`config.mk`:
```
export PLATFORM = sky130hd
export DESIGN_NAME = biquad8_coeff_loader
export DESIGN_NICKNAME = d
export VERILOG_FILES = /design/src/rtl/biquad8_coeff_loader.sv
export SDC_FILE = /design/constraint.sdc
export NUM_CORES = 1
export LEC_CHECK = 0
export ABC_AREA = 1
export CAP_MARGIN = 15
export CORE_UTILIZATION = 55
export DETAILED_ROUTE_END_ITERATION = 7
export HOLD_SLACK_MARGIN = 0.06
export PLACE_DENSITY_LB_ADDON = 0.05
export SLEW_MARGIN = 20
export SYNTH_ARGS = -nofsm -noshare
export SYNTH_HDL_FRONTEND = slang
export SYNTH_SLANG_ARGS = --single-unit
```
`constraint.sdc`:
```
create_clock -name clk -period 3.6 [get_ports clk]
set_clock_uncertainty 0.1 [all_clocks]
set_input_delay 0.54 -clock clk [delete_from_list [all_inputs] [get_ports clk]]
set_output_delay 0.54 -clock clk [all_outputs]
set_load 0.02 [all_outputs]
```
`src/rtl/biquad8_coeff_loader.sv`:
```
// biquad8_coeff_loader
//   Coefficient sequencer for the 8-sample incremental biquad stage. The host
//   fills a staging bank while the block is idle. A commit replays the bank
//   highest address first onto the shared 18-bit B-cascade write bus. After a
//   programmable quiet gap it issues one update strobe, so every DSP pair
//   switches to the new coefficients on the same cycle.
//
//   Parameters
//     NCOEFF      staging entries (= B cascade depth)
//     ADRBITS     staging address width, 2**ADRBITS >= NCOEFF
//     UPDATE_GAP  idle cycles between the last coeff_wr_o and coeff_update_o
//
//   Ports
//     clk, rst        clock, synchronous active-high reset
//     wr_i/adr_i/dat_i  staging write (accepted only while idle)
//     commit_i        start a load sequence
//     busy_o          sequence in progress
//     done_o          1-cycle pulse at the end of a sequence
//     overrun_o       sticky: a write or commit arrived while busy
//     coeff_dat_o     registered coefficient word to the biquad
//     coeff_wr_o      B1 cascade shift strobe
//     coeff_update_o  B2 load strobe
//     rd_adr_i/rd_dat_o  staging readback, present only when
//                        BIQUAD8_COEFF_READBACK_EN is defined
//
//   Build option
//     BIQUAD8_COEFF_READBACK_EN  adds the registered staging readback port

module biquad8_coeff_loader #(
    parameter int unsigned NCOEFF     = 2,
    parameter int unsigned ADRBITS    = 1,
    parameter int unsigned UPDATE_GAP = 2
) (
    input  logic               clk,
    input  logic               rst,
    input  logic               wr_i,
    input  logic [ADRBITS-1:0] adr_i,
    input  logic [17:0]        dat_i,
    input  logic               commit_i,
`ifdef BIQUAD8_COEFF_READBACK_EN
    input  logic [ADRBITS-1:0] rd_adr_i,
    output logic [17:0]        rd_dat_o,
`endif
    output logic               busy_o,
    output logic               done_o,
    output logic               overrun_o,
    output logic [17:0]        coeff_dat_o,
    output logic               coeff_wr_o,
    output logic               coeff_update_o
);

    localparam int unsigned        GW       = (UPDATE_GAP > 1) ? $clog2(UPDATE_GAP) : 1;
    localparam logic [ADRBITS:0]   NCOEFF_W = (ADRBITS+1)'(NCOEFF);
    localparam logic [ADRBITS-1:0] K_TOP    = ADRBITS'(NCOEFF - 1);
    localparam logic [GW-1:0]      GAP_TOP  = (UPDATE_GAP > 0) ? GW'(UPDATE_GAP - 1) : '0;

    typedef enum logic [2:0] {
        S_IDLE,
        S_SHIFT,
        S_GAP,
        S_UPDATE,
        S_DONE
    } state_t;

    state_t             state_q, state_n;
    logic [ADRBITS-1:0] k_q, k_n;
    logic [GW-1:0]      gap_q, gap_n;
    logic [17:0]        stage_q [NCOEFF];

    logic               idle;
    logic               stage_we;
    logic               commit_ok;
    logic               reject;
    logic               overrun_n;
    logic [17:0]        shift_word;

    // ------------------------------------------------------------------
    // State register
    // ------------------------------------------------------------------
    always_ff @(posedge clk) begin
        if (rst) begin
            state_q <= S_IDLE;
            k_q     <= '0;
            gap_q   <= '0;
        end else begin
            state_q <= state_n;
            k_q     <= k_n;
            gap_q   <= gap_n;
        end
    end

    // ------------------------------------------------------------------
    // Next-state, staging control and shift-word selection
    // ------------------------------------------------------------------
    always_comb begin
        state_n    = state_q;
        k_n        = k_q;
        gap_n      = gap_q;
        shift_word = '0;

        idle      = (state_q == S_IDLE);
        stage_we  = idle && wr_i && ({1'b0, adr_i} < NCOEFF_W);
        commit_ok = idle && commit_i;
        reject    = !idle && (wr_i || commit_i);
        overrun_n = commit_ok ? 1'b0 : (overrun_o || reject);

        case (state_q)
            S_IDLE: begin
                if (commit_i) begin
                    state_n = S_SHIFT;
                    k_n     = K_TOP;
                end
            end
            S_SHIFT: begin
                if (k_q == '0) begin
                    gap_n   = GAP_TOP;
                    state_n = (UPDATE_GAP == 0) ? S_UPDATE : S_GAP;
                end else begin
                    k_n = k_q - ADRBITS'(1);
                end
            end
            S_GAP: begin
                if (gap_q == '0) begin
                    state_n = S_UPDATE;
                end else begin
                    gap_n = gap_q - GW'(1);
                end
            end
            S_UPDATE: state_n = S_DONE;
            S_DONE:   state_n = S_IDLE;
            default:  state_n = S_IDLE;
        endcase

        // Word for the next shift cycle. A staging write in the commit cycle
        // is forwarded so it becomes part of this very sequence.
        for (int unsigned i = 0; i < NCOEFF; i++) begin
            if (k_n == ADRBITS'(i)) begin
                shift_word = (stage_we && (adr_i == ADRBITS'(i))) ? dat_i : stage_q[i];
            end
        end
    end

    // ------------------------------------------------------------------
    // Registered outputs (decoded from the next state so they line up with
    // the state they describe) and the staging bank
    // ------------------------------------------------------------------
    always_ff @(posedge clk) begin
        if (rst) begin
            busy_o         <= 1'b0;
            done_o         <= 1'b0;
            overrun_o      <= 1'b0;
            coeff_dat_o    <= '0;
            coeff_wr_o     <= 1'b0;
            coeff_update_o <= 1'b0;
            for (int unsigned i = 0; i < NCOEFF; i++) begin
                stage_q[i] <= '0;
            end
        end else begin
            busy_o         <= (state_n != S_IDLE);
            done_o         <= (state_n == S_DONE);
            overrun_o      <= overrun_n;
            coeff_wr_o     <= (state_n == S_SHIFT);
            coeff_update_o <= (state_n == S_UPDATE);
            if (state_n == S_SHIFT) begin
                coeff_dat_o <= shift_word;
            end
            for (int unsigned i = 0; i < NCOEFF; i++) begin
                if (stage_we && (adr_i == ADRBITS'(i))) begin
                    stage_q[i] <= dat_i;
                end
            end
        end
    end

`ifdef BIQUAD8_COEFF_READBACK_EN
    // Registered readback; unmapped addresses return zero.
    always_ff @(posedge clk) begin
        if (rst) begin
            rd_dat_o <= '0;
        end else begin
            rd_dat_o <= '0;
            for (int unsigned i = 0; i < NCOEFF; i++) begin
                if (rd_adr_i == ADRBITS'(i)) begin
                    rd_dat_o <= stage_q[i];
                end
            end
        end
    end
`else
    // Staging bank is write-only in this build.
`endif

endmodule

```
* Yosys cells after proc, flatten, opt, wreduce, memory -nomap -nowiden
Memories as Yosys holds them, arrays and structs flattened. Cells that the tools add are included.
Cells by class: reductions and logical operators 13, $add $sub $neg 2, bitwise operators 3, multiplexer cells 23, equal/unequal tests 7
Operators with widths (count):
- 2-to-1 mux 18 bit | 5
- 2-to-1 mux 1 bit | 12
- case mux 3 bit (4 select lines) | 1
- equality test 3 x 2 -> 1 bit, second input constant | 3
- 2-to-1 mux 3 bit | 3
- equality test 3 x 1 -> 1 bit, second input constant | 2
- logical AND 1 bit | 5
- case mux 1 bit (2 select lines) | 2
- equality test 3 bit, second input constant | 1
- zero test 3 bit | 1
- nonzero test 3 bit | 1
- logical OR 1 bit | 2
- inequality test 2 bit, second input constant | 1
- OR 1 bit | 2
- AND reduction 2 bit | 1
- nonzero test 2 bit | 1
- OR reduction 2 bit | 1
- subtractor 1 bit, second input constant | 2
- zero test 1 bit | 1
- inverter 1 bit | 1
Word-level totals: word-level logic and storage cells 58, bits in writable memories 36, memories 1, output and inout bits 23, input port bits 23, register bits after elaboration 28
Memories:
- stage_q | depth 2, width 18, rd ports 2, clocked after Yosys merged registers in 0, wr ports 2, RTL line 68 | logic [17:0] stage_q [NCOEFF];

* Depth between registers and ports, before layout
Gate-level depths: netlist of the first run.
depth in word-level cells 7, gate-level depth with buffers 10, depth with buffers taken out 9

* Worst setup path after synthesis of the first run
Ideal clock, no wire load.
path kind reg2reg, start reg state_q[1], end mem stage_q[1][0], in the netlist stage_q[0][18], enable pin, slack 1747 ps, cell stages (with the launch flop) 6, required time 3125 ps, clock period less this slack 1853 ps, buffers on the path 2, arrival 1379 ps, setup time 375 ps, cell sequence dfxtp_1 -> nor2_4 -> nand4_2 -> buf_2 -> buf_6 -> nand2_1
RTL lines:
- from (decl) | RTL line 65 | state_t state_q, state_n;
- from (signal assigned) | RTL line 86 | state_q <= state_n;
- to (decl) | RTL line 68

==> summary.md, run 1 <==
| Metric | Value |
|---|---|
| Setup WS post-layout | 1260 ps |
| Inst Count DP | 498 |
| Crit start category | primary input |
| Worst Hold Depth | 2 |
| Avg Vias per Cell | 5.02 |
| Synth cell types | 26 |
| Mux cell area share after synthesis | 0 |
| Crit path max fanout | 19 |
| Post-synth top flop | edfxtp_1 |
| CP Depth | 4 |
| DRC Markers | 0 |
| Pwr per Cell Area | 534 nW/um2 |
| Post-CTS sizing | 0 |
| Yosys warnings | 0 |
| Critical path class | primary input to register |
| Hold Buf Count CTS | 0 |
| Final cell count without fillers | 513 |
| H-tree depth | 3 |
| Mapped Area | 3100 um2 |
| Starting density of the core | 0.588 |
| Via count | 2,573 |
| Vias in the first global route | 2,523 |
| Setup TNS | 0 ps |
| Final wirelength | 6650 um |
| Routed len/inst | 13.0 um |
| Worst Tran Pin Value | 734 ps |
| Worst-path clk slew | 70 ps |
| Main combinational cell family by area after synthesis | simple AND/OR/NAND/NOR gates |
| XOR/XNOR Fraction of Synth Area | 0 |
| Worst reg2reg path depth | 4 |
| Routability cong. | 0.760 |
| Antenna diodes | 0 |
| Dpl hpwl | 4140 um |
| CP delay by family, top | buffers and inverters |
| IO Port Bufs | 45 |
| Layout Nets | 462 |
| Max cap viols | 0 |
| DIE AREA | 5940 um2 |
| Worst Hold Class | register to register |
| Number of iterations in the first detailed-routing pass | 4 |
| Slew HR | 0.509 |
| Adder-cell share of the synthesized area | 0 |
| WP buf/inv | 2 |
| CTS sink count | 64 |
| Total GRT Usage | 0.249 |
| Synthesized Nets | 416 |
| Die Ht | 77.1 um |
| CP Data Arrival Time | 2270 ps |
| Final Cycle Share | 0.649 |
| Register area share after synthesis | 0.529 |
| Std cell rows | 26 |
| Compound-Gate Fraction of Synth Area | 0.0371 |
| Synth top area share | 0.349 |
| Max frequency | 428 MHz |
| Core area | 5270 um2 |
| Mean area per synthesized cell | 7.89 um2 |
| Power, Total | 2.00 mW |
| Hold Slack | 374 ps |
| Cells after synthesis | 393 |
| Async SR Flop Fraction | 0 |
| Area Overhead vs Synth | 20.9% |
| I/O pin cnt | 46 |
| Hold Vio Cnt, Final | 0 |
| GRT overflow | 0 |
| Post-Synth Simple-Gate Area | 0.282 |
| Initial antenna violation count | 0 |
| CTS Buf Count | 9 |
| First-pass GRT wire length | 11,400 um |
| Largest area contributor in the netlist | edfxtp_1 |
| Final setup violation count | 0 |
| Maximum vdd drop | 0.366 mV |
| P_leak | 1.86 nW |
| Pre-CTS WS | 904 ps |
| EDFF count, synth | 36 |
| Worst-Skew Late Latency | 340 ps |
| Final Critical Period | 2340 ps |
| RSZ-0062 raised after global routing | no |
| Cells along the critical path | clkdlybuf4s50_1 > nand4_4 > nand2_1 > buf_4 |
| CP max-delay cell | clkdlybuf4s50_1 |
| Antenna-violating nets left | 0 |
| Largest net degree at the start of global routing | 38 |
| Max-slew violation count | 0 |
| Die Width | 77.1 um |
| Maximum clock path buffer count | 2 |
| Post CTS Setup Buffer Count | 0 |
| Layout cells sized above 1 | 0.0993 |
| Max stage delay on crit path | 620 ps |
| Worst Setup End Kind | register |
| Initial DRC count | 143 |
| Root Buffer Master | clkbuf_8 |
| CTS tree | built |
| #FFs+latches synth | 64 |
| Most frequent cell after synthesis | nand2_1 |
| Commonest cells post-synth | nand2_1 (98), inv_1 (79), nand3_1 (56), edfxtp_1 (36), dfxtp_1 (28) |
| Synth top area cells | edfxtp_1 (35%), dfxtp_1 (18%), nand2_1 (12%) |
| Status | completed |
| Required @ worst endpoint | 3540 ps |
==> layout make-up <==
type / instances / area (um2)
Sequential cell: 64 / 1640
Fill cell: 432 / 1520
Multi-Input combinational cell: 216 / 988
Timing Repair Buffer: 49 / 480
Inverter: 99 / 374
Clock buffer: 15 / 176
Tap cell: 70 / 87.6
==> stage by stage <==
stage / area, um2 / utilization
2_1_floorplan: 3100 / -
3_3_place_gp: 3570 / 0.678
3_5_place_dp: 3570 / 0.678
4_1_cts: 3750 / 0.711
5_1_grt: 3750 / 0.711
6_report: 3750 / 0.711
==> cell families after synthesis <==
logic type / Yosys count
compound gates: 23
simple gates: 193
buf+inv: 113
flops: 64
==> cell usage in the layout, fill, tap and decap left out, types with 3 or more instances in the layout <==
master and instances:
nand2_1 98, inv_1 79, nand3_1 56, clkdlybuf4s50_1 45
edfxtp_1 36, dfxtp_1 28, nor2_1 25, inv_2 18
o21ai_0 15, clkbuf_8 12, o21ai_1 4, a21oi_1 4
buf_4 4, nor3_1 3, clkbuf_1 3
==> worst register-to-register path, delay by kind of cell, from the launching register on <==
family / cells / cell delay (ps)
simple gates: 3 / 1010
flops: 1 / 400
buf+inv: 1 / 290
==> final timing paths <==
check | endpoint | from | slack, ps
worst min register to register | gap_q | gap_q | 370
worst max-delay path | stage_q[0][14] | wr_i | 1260
worst min-delay path | gap_q | gap_q | 370
worst max register to register | stage_q[0][14] | state_q[1] | 1500
==> registers in the layout, summed over array words and instances (netlist names) <==
| signal | flops |
|---|---|
| overrun_o | 1 |
| coeff_update_o | 1 |
| gap_q | 1 |
| busy_o | 1 |
| done_o | 1 |
| coeff_dat_o | 18 |
| coeff_wr_o | 1 |
| k_q | 1 |
| stage_q | 36 |
| state_q | 3 |
==> power breakdown <==
group | total [mW] | switching (mW) | internal, mW
Clock | 0.568 | 0.264 | 0.304
Combinational | 0.528 | 0.326 | 0.202
Sequential | 0.907 | 0.0369 | 0.870
Total | 2.00 | 0.627 | 1.38
==> layer usage <==
layer	vias to the layer above	wire length [um]	track usage
li1	1293	-	-
met1	1197	2900	0.291
met2	76	3340	0.433
met3	7	343	0.0631
met4	0	69	0.106
met5	-	0	0
No activity file was read; power rests on OpenSTA's default activity.
==> run 2: changes to the inputs <==
CORE_UTILIZATION = 54   (was 55)
clock period = 2.35 ns   (was 3.6 ns; I/O delays follow)
==> run 2 against run 1 <==
  * Worst setup slack got worse by 670 ps
  * Sequential share of layout area fell by 1.0 points
  * Highest routed layer unchanged
  * Combinational power rose by 59%
  * Die area rose by 1.8%
  * Register-to-register slack got worse by 800 ps
  * Core utilization fell by 1.5 points
  * Wire length fell by 4.5%
  * Count of clock-buffer cells in the layout fell by 3
  * Via count fell by 1.4%
  * Critical path type is now register to output port
  * Flip-flop and latch count did not move
  * Global-route usage fell by 0.75 points
  * Critical endpoint is now coeff_dat_o[9]
  * First-iteration DRC count fell by 13%
==> summary.md, run 2 (synthesis gave the netlist of run 1 again) <==
| Metric | Value |
|---|---|
| Antenna diodes | 0 (unchanged) |
| Sw Share | 0.309 (-0.00422) |
| Dpl hpwl | 4190 um (+1.3%) |
| Root Buffer Master | clkbuf_8 |
| Max stage delay on crit path | 610 ps (about the same) |
| Logic pwr share | 0.269 (+0.005) |
| RSZ-0062 raised after global routing | no |
| Max frequency | 570 MHz |
| Total GRT Usage | 0.242 (-0.00745) |
| Hold Slack | 362 ps (-11.9 ps) |
| Commonest non-fill, non-tap cell in the layout | nand2_1 |
| Largest register FFs | 36 (unchanged) |
| CP max-delay cell | clkdlybuf4s50_1 |
| Critical path class | register to output port |
| Hold path startpoint | gap_q |
| Psw | 0.964 mW (+54%) |
| Clock power share | 0.287 (+0.004) |
| Std cell rows | 27 (+3.8%) |
| Post-CTS sizing | 0 (unchanged) |
| Required @ worst endpoint | 1900 ps (-1640 ps) |
| CTS Buf Count | 9 (unchanged) |
| Biggest register | stage_q |
| Util after Layout | 0.697 (-0.0146) |
| Hold Buf Count CTS | 0 (unchanged) |
| P_leak | 1.91 nW (+2.4%) |
| Routed len/inst | 12.1 um (-6.7%) |
| CP delay by family, top | buffers and inverters |
| Final wirelength | 6350 um (-4.5%) |
| H-tree depth | 3 (unchanged) |
| DIE AREA | 6050 um2 (+1.8%) |
| Maximum vdd drop | 0.469 mV (+28%) |
| Worst Hold Class | register to register |
| Pwr per Cell Area | 814 nW/um2 (+52%) |
| Hold Vio Cnt, Final | 0 (unchanged) |
| Die Ht | 77.8 um (+0.90%) |
| Antenna-violating nets left | 0 (unchanged) |
| Initial antenna violation count | 0 (unchanged) |
| Setup TNS | 0 ps (unchanged) |
| Crit path from | coeff_dat_o[9] |
| DRC Markers | 0 (unchanged) |
| Starting density of the core | 0.563 (-0.0253) |
| DP Area | 3650 um2 (+2.3%) |
| Fill cells | 449 (+3.9%) |
| Commonest cells after routing, fill and taps aside | nand2_1 (98), inv_1 (79), nand3_1 (56) |
| Max-slew violation count | 0 (unchanged) |
| Final Critical Period | 1750 ps |
| Avg Vias per Cell | 4.83 (-3.6%) |
| Worst Setup End Kind | output port |
| Die Width | 77.8 um (+0.90%) |
| Finished layout cell area | 3840 um2 (+2.3%) |
| Via count | 2,538 (-1.4%) |
| Status | completed |
| Power, Total | 3.12 mW (+56%) |
| Layout Nets | 471 (+1.9%) |
| Layout cells sized above 1 | 0.117 (+0.0177) |
| Number of iterations in the first detailed-routing pass | 4 (unchanged) |
| GRT overflow | 0 (unchanged) |
| I/O pin cnt | 46 (unchanged) |
| Largest net degree at the start of global routing | 38 (unchanged) |
| Post CTS Setup Buffer Count | 0 (unchanged) |
| IO Port Bufs | 45 (unchanged) |
| RR Startpoint | state_q[1] |
| Routability cong. | 0.775 (+1.9%) |
| Final Cycle Share | 0.747 |
| Max cap viols | 0 (unchanged) |
| Inst Count DP | 509 (+2.2%) |
| Setup WS post-layout | 596 ps (-669 ps) |
| Cells along the critical path | clkdlybuf4s50_1 |
| P_int | 2.16 mW (+57%) |
| Core area | 5510 um2 (+4.5%) |
| Crit path max fanout | 2 (-17) |
| Area Overhead vs Synth | 23.7% |
| Slew HR | 0.779 (+0.270) |
| First-pass GRT wire length | 11,100 um (-2.3%) |
| Worst-path clk slew | 70 ps (about the same) |
| Crit start category | register |
| Final setup violation count | 0 (unchanged) |
| Final cell count without fillers | 525 (+2.3%) |
| WP buf/inv | 1 (-1) |
| Vias in the first global route | 2,469 (-2.1%) |
| Regs by FF count | stage_q x36, coeff_dat_o x18, state_q x3 |
| CP Data Arrival Time | 1300 ps (-970 ps) |
| Maximum clock path buffer count | 2 (unchanged) |
| Worst-Skew Late Latency | 330 ps (about the same) |
| CTS sink count | 64 (unchanged) |
| Worst Tran Pin Value | 331 ps (-403 ps) |
| Sequential power share | 0.444 (-0.009) |
| Pre-CTS WS | 274 ps (-630 ps) |
| CTS tree | built |
| Initial DRC count | 124 (-13%) |
==> run 2: worst paths after layout <==
check	depth (start not counted)	slack, ps	to
setup / recovery	1	600	coeff_dat_o[9]
hold / removal	2	360	gap_q
setup reg to reg	4	700	stage_q[0][0]
hold reg to reg	2	360	gap_q
==> run 2: power by group through the flow <==
stage / clock (mW) / sequential (mW) / combinational (mW)
final: 0.896 / 1.39 / 0.839
after global routing: 0.949 / 1.40 / 0.943
after CTS: 0.913 / 1.39 / 0.844
after detailed placement: 0 / 1.41 / 0.841
after global placement: 0 / 1.41 / 0.829
after floorplan: 0 / 1.49 / 0.470
==> run 2: area by class of cell <==
| cell class | instances | area (um2) | area share |
|---|---|---|---|
| flip-flops and latches | 64 | 1640 | 0.428 |
| well taps | 72 | 90.1 | 0.0235 |
| inverters | 99 | 374 | 0.0975 |
| repair buffers | 58 | 561 | 0.146 |
| multi-input cells | 216 | 988 | 0.258 |
| clock inverters | 4 | 46.3 | 0.0121 |
| clock buffers | 12 | 135 | 0.0352 |
==> run 2: per-layer routing <==
| layer | vias to the layer above | share of wire | GRT usage |
|---|---|---|---|
| li1 | 1312 | - | - |
| met1 | 1123 | 0.43 | 0.291 |
| met2 | 87 | 0.48 | 0.402 |
| met3 | 16 | 0.072 | 0.0541 |
| met4 | 0 | 0.021 | 0.132 |
| met5 | - | 0 | 0 |
==> run 2: worst register-to-register path, delay by kind of cell, from the launching register on <==
family | cells | cell delay, ps
buf+inv | 1 | 240
flops | 1 | 380
simple gates | 3 | 620
==> run 3: changes to the inputs <==
CORE_UTILIZATION = 49   (was 54)
clock period = 1.55 ns   (was 2.35 ns; I/O delays follow)
==> run 3 against run 2 <==
  * Sequential power up 52%
  * Power grew 57%
  * Core utilization up 0.060 points
  * Via count rose by 2.6%
  * Flip-flop and latch count stayed put
  * Largest cell class unchanged
  * Register-to-register slack got worse by 690 ps
  * Non-clock buffer count increased by 16
  * Global-route usage fell by 1.2 points
  * Worst setup slack got worse by 580 ps
  * Critical endpoint is now coeff_dat_o[5]
==> summary.md, run 3 (synthesis gave the netlist of run 1 again) <==
| Metric | Value |
|---|---|
| Commonest non-fill, non-tap cell in the layout | inv_1 |
| Antenna diodes | 0 (unchanged) |
| First-pass GRT wire length | 11,000 um (-0.50%) |
| Core area | 6030 um2 (+9.4%) |
| Finished layout cell area | 4200 um2 (+9.5%) |
| Die Width | 81.5 um (+4.8%) |
| H-tree depth | 3 (unchanged) |
| Antenna-violating nets left | 0 (unchanged) |
| Max-slew violation count | 0 (unchanged) |
| CTS sink count | 64 (unchanged) |
| Final wirelength | 7010 um (+10%) |
| Initial antenna violation count | 0 (unchanged) |
| CTS tree | built |
| Worst Tran Pin Value | 388 ps (+56.9 ps) |
| Biggest register | stage_q |
| Pwr per Cell Area | 1160 nW/um2 (+43%) |
| Final setup violation count | 0 (unchanged) |
| IO Port Bufs | 45 (unchanged) |
| Area Overhead vs Synth | 35.5% |
| Max cap viols | 0 (unchanged) |
| Layout Nets | 487 (+3.4%) |
| RSZ-0062 raised after global routing | yes |
| Worst-path clk slew | 70 ps (about the same) |
| Crit path max fanout | 7 (+5) |
| Hold Vio Cnt, Final | 0 (unchanged) |
| Vias in the first global route | 2,313 (-6.3%) |
| Largest register FFs | 36 (unchanged) |
| Worst Setup End Kind | register |
| DP Area | 3820 um2 (+4.5%) |
| Routability cong. | 0.793 (+2.3%) |
| Avg Vias per Cell | 4.79 (-0.94%) |
| Std cell rows | 28 (+3.7%) |
| Initial DRC count | 148 (+19%) |
| Final Critical Period | 1540 ps |
| Via count | 2,605 (+2.6%) |
| Setup WS post-layout | 14.6 ps (-581 ps) |
| Regs by FF count | stage_q x36, coeff_dat_o x18, state_q x3 |
| Status | completed |
| DRC Markers | 0 (unchanged) |
| Crit start category | register |
| Commonest cells after routing, fill and taps aside | inv_1 (78), nand2_1 (73), nand3_1 (43) |
| DIE AREA | 6650 um2 (+9.9%) |
| CP Data Arrival Time | 1680 ps (+380 ps) |
| Layout cells sized above 1 | 0.237 (+0.120) |
| Maximum clock path buffer count | 2 (unchanged) |
| P_leak | 2.16 nW (+13%) |
| Die Ht | 81.5 um (+4.8%) |
| Starting density of the core | 0.515 (-0.0485) |
| Hold Buf Count CTS | 0 (unchanged) |
| Util after Layout | 0.697 (about the same) |
| Root Buffer Master | clkbuf_8 |
| Routed len/inst | 12.9 um (+6.5%) |
| Largest net degree at the start of global routing | 22 (-42%) |
| Pre-CTS WS | -276 ps (-550 ps) |
| Number of iterations in the first detailed-routing pass | 4 (unchanged) |
| Max frequency | 651 MHz |
| CTS Buf Count | 9 (unchanged) |
| Hold Slack | 371 ps (+9.85 ps) |
| Total GRT Usage | 0.230 (-0.0119) |
| Final Cycle Share | 0.991 |
| Power, Total | 4.89 mW (+57%) |
| Dpl hpwl | 4470 um (+6.6%) |
| Critical path class | register to register |
| Maximum vdd drop | 0.608 mV (+30%) |
| Slew HR | 0.741 (-0.0380) |
| I/O pin cnt | 46 (unchanged) |
| GRT overflow | 0 (unchanged) |
| Worst Hold Class | register to register |
| Worst-Skew Late Latency | 340 ps (about the same) |
| Required @ worst endpoint | 1690 ps (-210 ps) |
[run 3: per-stage QoR]
step           TNS, ps  std cells
5_1_grt          -1100        544
4_1_cts              0        539
6_report             0        544
3_3_place_gp    -16520        523
3_5_place_dp    -17160        523
2_1_floorplan        0        393
[run 3: final cells by class]
cell class	instances	area (um2)
Fill cell	527	1820
Sequential cell	64	1650
Multi-Input combinational cell	216	1140
Timing Repair Buffer	74	766
Inverter	99	377
Clock buffer	10	128
Tap cell	75	93.8
Clock inverter	6	50.0
[run 3: layer usage]
layer	vias to the layer above	track usage	part of all wire
met5	-	0	0
met4	0	0.0893	0.016
met3	11	0.0578	0.043
met2	64	0.352	0.47
met1	1184	0.311	0.47
li1	1346	-	-
[run 3: power breakdown]
group / switching [mW] / internal (mW)
clock network: 0.613 / 0.718
registers: 0.0856 / 2.02
logic: 0.858 / 0.598
[run 3: worst paths after layout]
| path | slack (ps) | cells past startpoint | endpoint | start |
|---|---|---|---|---|
| max | 10 | 10 | coeff_dat_o[5] | state_q[0] |
| min | 370 | 2 | gap_q | gap_q |
| max reg2reg | 10 | 10 | coeff_dat_o[5] | state_q[0] |
| min reg2reg | 370 | 2 | gap_q | gap_q |
[run 3: worst max-delay path, stage by stage (launching register included)]
cell and delay (ps):
dfxtp_2 330, inv_2 110, buf_6 130, nand3_2 70
nor2_4 210, buf_6 190, nand2_2 60, nand3_2 50
nand3_1 70, nand2_1 70, inv_1 30
[run 3: timing repair]
action,CTS,global route
cloned,0,1
setup buffers,0,4
pin swaps,1,24
resized for setup,25,48
endpoints found under the setup margin,36,39
